### src/rtl/invaders_formation.sv
// Alien formation state: alive mask, descent row and x position, marched on a
// programmable timebase while gameplay is PLAYING; shot hits clear alive bits.
module invaders_formation #(
    parameter int unsigned STEP_DIV   = 18_000_000,
    parameter int unsigned FAST_COUNT = 5,
    parameter int unsigned X_MIN      = 16,
    parameter int unsigned X_MAX      = 400,
    parameter int unsigned X_STEP     = 8
) (
    input  logic        clk_36MHz,
    input  logic        reset,
    input  logic [1:0]  gameplay,
    input  logic        hit_valid,
    input  logic [4:0]  hit_index,
    output logic [19:0] invaders_array,
    output logic [3:0]  invaders_line,
    output logic [9:0]  invaders_x,
    output logic        step_pulse,
    output logic        hit_ack
);

    localparam int unsigned CW = (STEP_DIV > 2) ? $clog2(STEP_DIV) : 1;
    localparam logic [CW-1:0] LAST_SLOW  = CW'(STEP_DIV - 1);
    localparam logic [CW-1:0] LAST_FAST  = CW'((STEP_DIV >> 1) - 1);
    localparam logic [10:0]   X_MAX_W    = 11'(X_MAX);
    localparam logic [10:0]   X_STEP_W   = 11'(X_STEP);
    localparam logic [10:0]   X_LEFT_LIM = 11'(X_MIN + X_STEP);
    localparam logic [1:0]    PLAYING    = 2'b00;

    typedef enum logic {
        DIR_RIGHT = 1'b0,
        DIR_LEFT  = 1'b1
    } dir_e;

    dir_e          dir_q, dir_d;
    logic [CW-1:0] cnt_q, cnt_d;
    logic [19:0]   array_q, array_d;
    logic [3:0]    line_q, line_d;
    logic [9:0]    x_q, x_d;
    logic          step_q, step_d;
    logic          ack_q, ack_d;

    logic [4:0]    alive_cnt;
    logic [CW-1:0] last_cnt;
    logic [19:0]   hit_mask;
    logic          step_fire;
    logic          hit_ok;
    logic          at_edge;

    // Period is chosen from the pre-hit mask so a same-cycle hit cannot
    // shorten the step that is already being evaluated.
    always_comb begin
        alive_cnt = '0;
        for (int unsigned i = 0; i < 20; i++) begin
            alive_cnt = alive_cnt + 5'(array_q[i]);
        end
        last_cnt = (32'(alive_cnt) <= FAST_COUNT) ? LAST_FAST : LAST_SLOW;
    end

    always_comb begin
        cnt_d     = cnt_q;
        dir_d     = dir_q;
        array_d   = array_q;
        line_d    = line_q;
        x_d       = x_q;
        step_d    = 1'b0;
        ack_d     = 1'b0;
        step_fire = 1'b0;
        at_edge   = 1'b0;
        hit_mask  = 20'(1) << hit_index;
        hit_ok    = hit_valid && (hit_index < 5'd20) && ((array_q & hit_mask) != '0);

        if (gameplay == PLAYING) begin
            // >= rather than == catches a period that shrank below the count.
            if (cnt_q >= last_cnt) begin
                cnt_d     = '0;
                step_fire = 1'b1;
            end else begin
                cnt_d = cnt_q + CW'(1);
            end

            if (step_fire) begin
                step_d = 1'b1;
                unique case (dir_q)
                    DIR_RIGHT: begin
                        at_edge = ({1'b0, x_q} + X_STEP_W) > X_MAX_W;
                        if (at_edge) dir_d = DIR_LEFT;
                        else         x_d   = x_q + X_STEP_W[9:0];
                    end
                    DIR_LEFT: begin
                        at_edge = {1'b0, x_q} < X_LEFT_LIM;
                        if (at_edge) dir_d = DIR_RIGHT;
                        else         x_d   = x_q - X_STEP_W[9:0];
                    end
                    default: ;
                endcase
                if (at_edge && (line_q != 4'd15)) begin
                    line_d = line_q + 4'd1;
                end
            end

            if (hit_ok) begin
                array_d = array_q & ~hit_mask;
                ack_d   = 1'b1;
            end
        end
    end

    always_ff @(posedge clk_36MHz or negedge reset) begin
        if (!reset) begin
            cnt_q   <= '0;
            dir_q   <= DIR_RIGHT;
            array_q <= '1;
            line_q  <= '0;
            x_q     <= 10'(X_MIN);
            step_q  <= 1'b0;
            ack_q   <= 1'b0;
        end else begin
            cnt_q   <= cnt_d;
            dir_q   <= dir_d;
            array_q <= array_d;
            line_q  <= line_d;
            x_q     <= x_d;
            step_q  <= step_d;
            ack_q   <= ack_d;
        end
    end

    assign invaders_array = array_q;
    assign invaders_line  = line_q;
    assign invaders_x     = x_q;
    assign step_pulse     = step_q;
    assign hit_ack        = ack_q;

endmodule

### config.mk
export PLATFORM = sky130hd
export DESIGN_NAME = invaders_formation
export DESIGN_NICKNAME = d
export VERILOG_FILES = /design/src/rtl/invaders_formation.sv
export SDC_FILE = /design/constraint.sdc
export NUM_CORES = 1
export LEC_CHECK = 0
export CAP_MARGIN = 10
export CORE_MARGIN = 2
export CORE_UTILIZATION = 35
export CTS_CLUSTER_SIZE = 25
export DETAILED_ROUTE_END_ITERATION = 16
export HOLD_SLACK_MARGIN = 0.08
export PLACE_DENSITY = 0.58
export SYNTH_ARGS = -nofsm -noshare
export SYNTH_HDL_FRONTEND = slang
export SYNTH_SLANG_ARGS = --single-unit
### constraint.sdc
create_clock -name clk_36MHz -period 5.85 [get_ports clk_36MHz]
set_clock_uncertainty 0.05 [all_clocks]
set_input_delay 0.8775 -clock clk_36MHz [delete_from_list [all_inputs] [get_ports clk_36MHz]]
set_output_delay 0.8775 -clock clk_36MHz [all_outputs]
set_load 0.02 [all_outputs]
======== After elaboration in Yosys (flattened, before gate mapping) ========
Index checks and enable logic that the tools add are counted.
Widths: inputs -> output; s select.
operators by class
  order comparisons ....................... 5
  eq/ne operators ......................... 3
  multipliers ............................. 0
  add/subtract/negate cells ............... 24
  shift-type cells ........................ 1
  bitwise logic cells ..................... 4
  divide/modulo/power cells ............... 0
  reductions and logical operators ........ 9
  mux-type cells .......................... 17
operators by type and width
  cell                   number
  $add 5x1->5            15
  $mux 25                2
  $and 20x20->20         2
  $add 25x1->25 const B  1
  $ge 25x25->1           1
  $mux 10                2
  $not 20->20            1
  $pmux 10 s2            1
  $reduce_bool 20->1     1
  $shl 1x5->20 const A   1
  $add 10x4->11 const B  1
  $gt 11x9->1 const B    1
  $add 10x4->10 const B  1
  $lt 10x5->1 const B    1
  $mux 1                 10
  $sub 10x4->10 const B  1
  $add 4x1->5            1
  $le 5x3->1 const B     1
  $lt 5x5->1 const B     1
  $add 3x1->4            1
  $add 4x1->4 const B    1
  $ne 2x2->1 const B     2
  $ne 4x4->1 const B     1
  $pmux 1 s2             2
  other kinds (8)        11
word-level totals
  bits in latches ......................... 0
  memory bits (read-only) ................. 0
  RAM bits ................................ 0
  output and inout bits ................... 36
  bits in registers ....................... 62
  memories ................................ 0
  word-level logic and storage cells ...... 70

======== Depth between registers and ports, before layout ========
  depth after elaboration ................. 28
  depth in mapped cells ................... 23

======== Worst setup path before layout ========
OpenSTA, ideal clock, no wires.
  kind .................................... reg2reg
  start ................................... reg array_q[5], in the netlist invaders_array[5]
  end ..................................... reg line_q[2], in the netlist invaders_line[2]
  path buffers ............................ 1
  required time ........................... 5675 ps
  clock period less this slack ............ 6572 ps
  data arrival time ....................... 6397 ps
  slack ................................... -722 ps
  cell stages (with the launch flop) ...... 24
  cells stage by stage .................... dfstp_2 -> inv_1 -> fa_1 -> inv_1 -> fa_1 -> fa_1 -> fa_1 -> inv_1 -> fa_1 -> inv_1 -> ha_1 -> fa_1 -> xor2_1 -> a211oi_1 -> and2_1 -> inv_1 -> ha_1 -> nand4_1 -> nor3b_1 -> nand2_1 -> o311ai_2 -> buf_2 -> nand4_1 -> mux2_4
on the way
  cells in the longest elaborated chain, start to end .. 21
ends and longest elaborated chain
  item                        RTL line  source
  start, declared             37        logic [19:0] array_q, array_d;
  start signal, assigned      121       array_q <= array_d;
  $add 5x1->5 (15 in series)  55        alive_cnt = alive_cnt + 5'(array_q[i]);
  $le 5x3->1                  57        last_cnt = (32'(alive_cnt) <= FAST_COUNT) ? LAST_FAST : LAST_SLOW;
  $mux 25                     57
  $ge 25x25->1                75        if (cnt_q >= last_cnt) begin
  $mux 1                      75
  $mux 1                      73        if (gameplay == PLAYING) begin
  $reduce_and 3->1 (no line)  n/a
  end signal, assigned        122       line_q <= line_d;
  end, declared               38        logic [3:0] line_q, line_d;
No other way between the ends. The select of a mux whose other input is x is not followed.
A chain may end at the register's enable or synchronous reset.

======== Worst setup path in the final report ========
Ends and elaborated chain as after synthesis.

==> flow_metrics.env <==
export IMPL_outcome="finished with violations"
export IMPL_failed_checks="negative setup slack"
export IMPL_drtAntennaViolNets=0
export IMPL_clkSinkCount=59
export IMPL_ys_types=61
export IMPL_vias_per_cell=5.33
export IMPL_cp_startpoint="invaders_array[5]"
export IMPL_core_area_um2=11500
export IMPL_fin_crit_ns=6.12
export IMPL_initial_utilization_pct=35.9
export IMPL_grt_max_degree=60
export IMPL_ir_worst_vdd_uv=98.0
export IMPL_p_sw_share_pct=24.5
export IMPL_reg2reg_from="invaders_array[5]"
export IMPL_worstMarginPinSlew_ns=0.768
export IMPL_cts_tree="done"
export IMPL_crit_type="reg -> reg"
export IMPL_totalWireLength_um=10000
export IMPL_grt_pass1_wl_um=17200
export IMPL_dr_pass1_iters=5
export IMPL_cts_buffers=9
export IMPL_die_x_um=112
export IMPL_fin_ws_ns=-0.269
export IMPL_drcViolationCount=0
export IMPL_synth_seq_area_share_pct=36.5
export IMPL_power_frac_comb_pct=8.5
export IMPL_cp_max_fo=6
export IMPL_finalHoldViolations=0
export IMPL_drt_iter0_drc=176
export IMPL_syn_area_um2=4110
export IMPL_routedWlPerCell_um=16.0
export IMPL_die_area_um2=12600
export IMPL_syn_to_final_growth_pct=34.3
export IMPL_grt_pass1_vias=3446
export IMPL_finalNetCount=533
export IMPL_clock_path_buffers=2
export IMPL_reg2reg_slack_ns=-0.27
export IMPL_ys_flop_type="dfrtp_1"
export IMPL_drv_slew=0
export IMPL_async_flop_share_pct=100
export IMPL_worstReg2RegEnd="invaders_line[2]"
export IMPL_rows=39
export IMPL_groute_usage_overall_pct=17.3
export IMPL_arrival_ns=6.29
export IMPL_die_h_um=112
export IMPL_grt_overflow_total=0
export IMPL_relSlewSlack_pct=48.8
export IMPL_gp_routability_congestion=0.853
export IMPL_ios=46
export IMPL_dp_hpwl_um=7210
export IMPL_synth_edf_count=0
export IMPL_cts_hold_buf=0
export IMPL_diodes=0
export IMPL_whs_ns=0.430
export IMPL_p_int_uw=824
export IMPL_vias=3339
export IMPL_p_switching_uw=267
export IMPL_ys_seq_elements=59
export IMPL_power_frac_clock_pct=50.2
export IMPL_drive_above_1_share_pct=25.0
export IMPL_critPathCapture="invaders_line[2]"
export IMPL_end_kind="flip-flop"
export IMPL_ys_warn_count=0
export IMPL_hp_class="reg -> reg"
export IMPL_synthCells=408
export IMPL_p_leak_uw=0.00236
export IMPL_finalCritPeriodShare_pct=105
export IMPL_maxCapViolCount=0
export IMPL_avgSynthCellArea_um2=10.1
export IMPL_antenna_found_initial=0
export IMPL_setup_viol=37
export IMPL_worstSkewPairLatency_ns=0.33
export IMPL_start_kind="flip-flop"
export IMPL_seqPwrFrac_pct=41.3
export IMPL_rsz0062_at_grt="yes"
export IMPL_pre_cts_slack_ns=-0.356
export IMPL_power_per_cell_area_nw_per_um2=198
export IMPL_portBuffers=42
export IMPL_h_tree_depth=3
export IMPL_clockRootBuffer="clkbuf_16"
export IMPL_reg2regPathDepth=25
export IMPL_worstPathRequired_ns=6.02
export IMPL_fmax_mhz=163
export IMPL_clkTransAtPathRegs_ns=0.05
## state kept, by name, indices dropped and copies added, names as in the netlist
| signal | count |
|---|---|
| cnt_q | 25 |
| invaders_array | 20 |
| invaders_x | 7 |
| invaders_line | 4 |
| dir_q | 1 |
| hit_ack | 1 |
| step_pulse | 1 |
## power by group through the flow
stage / Combinational [uW] / Sequential (uW) / Clock [uW]
2_1_floorplan: 55.9 / 450 / 0
4_1_cts: 92.4 / 451 / 564
5_1_grt: 106 / 455 / 578
6_report: 92.5 / 451 / 548
3_5_place_dp: 87.1 / 457 / 0
3_3_place_gp: 85.6 / 456 / 0
## worst min path at each step
stage                            from                end  slack, ns  cells after the start
detailed placement  invaders_array[6]  invaders_array[6]       0.43                      1
floorplan                    cnt_q[1]           cnt_q[1]       0.43                      2
finish              invaders_array[6]  invaders_array[6]       0.43                      1
global placement    invaders_array[4]  invaders_array[4]       0.42                      1
CTS                 invaders_array[6]  invaders_array[6]       0.43                      1
global route        invaders_array[6]  invaders_array[6]       0.45                      1
## layout make-up
class                   instances  area (um^2)
clock buffers                  13          303
clock inverters                 3         15.0
fillers                      1071         5940
inverters                      33          129
multi-input cells             304         2660
flip-flops and latches         59         1500
well taps                     143          179
repair buffers                 72          736
## placed cells by master, fill, tap and decap left out, types with 7 or more instances in the layout
cell,count
clkdlybuf4s50_1,41
dfrtp_1,38
nor2_1,31
inv_1,30
nand2_1,23
o31a_1,21
ha_1,21
dfstp_2,21
buf_4,18
xnor2_1,15
nand3_1,14
fa_1,14
xor2_1,13
clkbuf_16,11
a21oi_1,10
ha_4,8
buf_6,8
nand2b_1,7
## synth_stat cells, types with 8 or more instances
| master | number | area (um^2) |
|---|---|---|
| fa_1 | 15 | 300 |
| dfstp_2 | 21 | 552 |
| a31oi_1 | 8 | 50.1 |
| o21ai_0 | 11 | 55.1 |
| a21oi_1 | 12 | 60.1 |
| xor2_1 | 13 | 114 |
| o31a_1 | 21 | 184 |
| nand2_1 | 24 | 90.1 |
| nand3_1 | 14 | 70.1 |
| inv_1 | 33 | 124 |
| dfrtp_1 | 38 | 951 |
| ha_1 | 29 | 363 |
| nand2b_1 | 8 | 50.1 |
| xnor2_1 | 15 | 131 |
| nor2_1 | 36 | 135 |
## repair_timing
| action | in CTS | in global routing |
|---|---|---|
| setup buffers | 4 | 0 |
| setup endpoints to repair | 38 | 38 |
| resized for setup | 40 | 2 |
| pin swaps | 7 | 1 |
| cloned | 2 | 0 |
## logic make-up (layout without fill, tap and decap cells)
| kind of cell | Yosys count | after routing | synth area share, % |
|---|---|---|---|
| adders and majority gates | 44 | 44 | 16.1 |
| and+or+nand+nor | 140 | 140 | 18.7 |
| AOI/OAI and AO/OA | 75 | 75 | 13.4 |
| buffers and inverters | 47 | 121 | 4.69 |
| xor gates and xnor gates | 28 | 28 | 5.96 |
| other | 1 | 3 | 0.0912 |
| DFF | 59 | 59 | 36.5 |
| muxes | 14 | 14 | 4.47 |
## per-stage QoR
| step | power (uW) | instance area (um^2) | util, % | setup TNS (ns) | std cells |
|---|---|---|---|---|---|
| 6_report | 1090 | 5520 | 48.2 | -6.97 | 627 |
| 5_1_grt | 1140 | 5520 | 48.2 | -13.53 | 627 |
| 4_1_cts | 1110 | 5520 | 48.2 | -7.27 | 627 |
| 3_5_place_dp | 544 | 4910 | 42.8 | -10.38 | 605 |
| 3_3_place_gp | 542 | 4910 | 42.8 | -8.78 | 605 |
| 2_1_floorplan | 506 | 4200 | - | -4.17 | 410 |
## worst max-delay path, stage by stage, from the launching register on
cell and delay [ns]:
dfstp_2 0.53, inv_2 0.05, fa_1 0.52, inv_1 0.05, fa_1 0.49, fa_1 0.43, fa_1 0.49, inv_1 0.05
fa_1 0.48, inv_2 0.04, ha_4 0.15, fa_2 0.36, xor2_1 0.15, a211oi_1 0.19, and2_4 0.21, inv_6 0.06
buf_6 0.11, ha_4 0.27, nand2b_4 0.07, nor4_4 0.32, a31oi_4 0.13, o311ai_4 0.11, buf_6 0.16, buf_6 0.10
nand4_1 0.09, mux2_4 0.34
## per-layer routing
| layer | vias up | GRT usage (%) | routed length [um] |
|---|---|---|---|
| met5 | - | 0 | 0 |
| met4 | 0 | 8.62 | 268 |
| met3 | 20 | 3.89 | 449 |
| met2 | 85 | 27.5 | 4720 |
| met1 | 1654 | 22.3 | 4600 |
| li1 | 1580 | - | - |
Note: power is estimated with default switching activity, not from simulation.
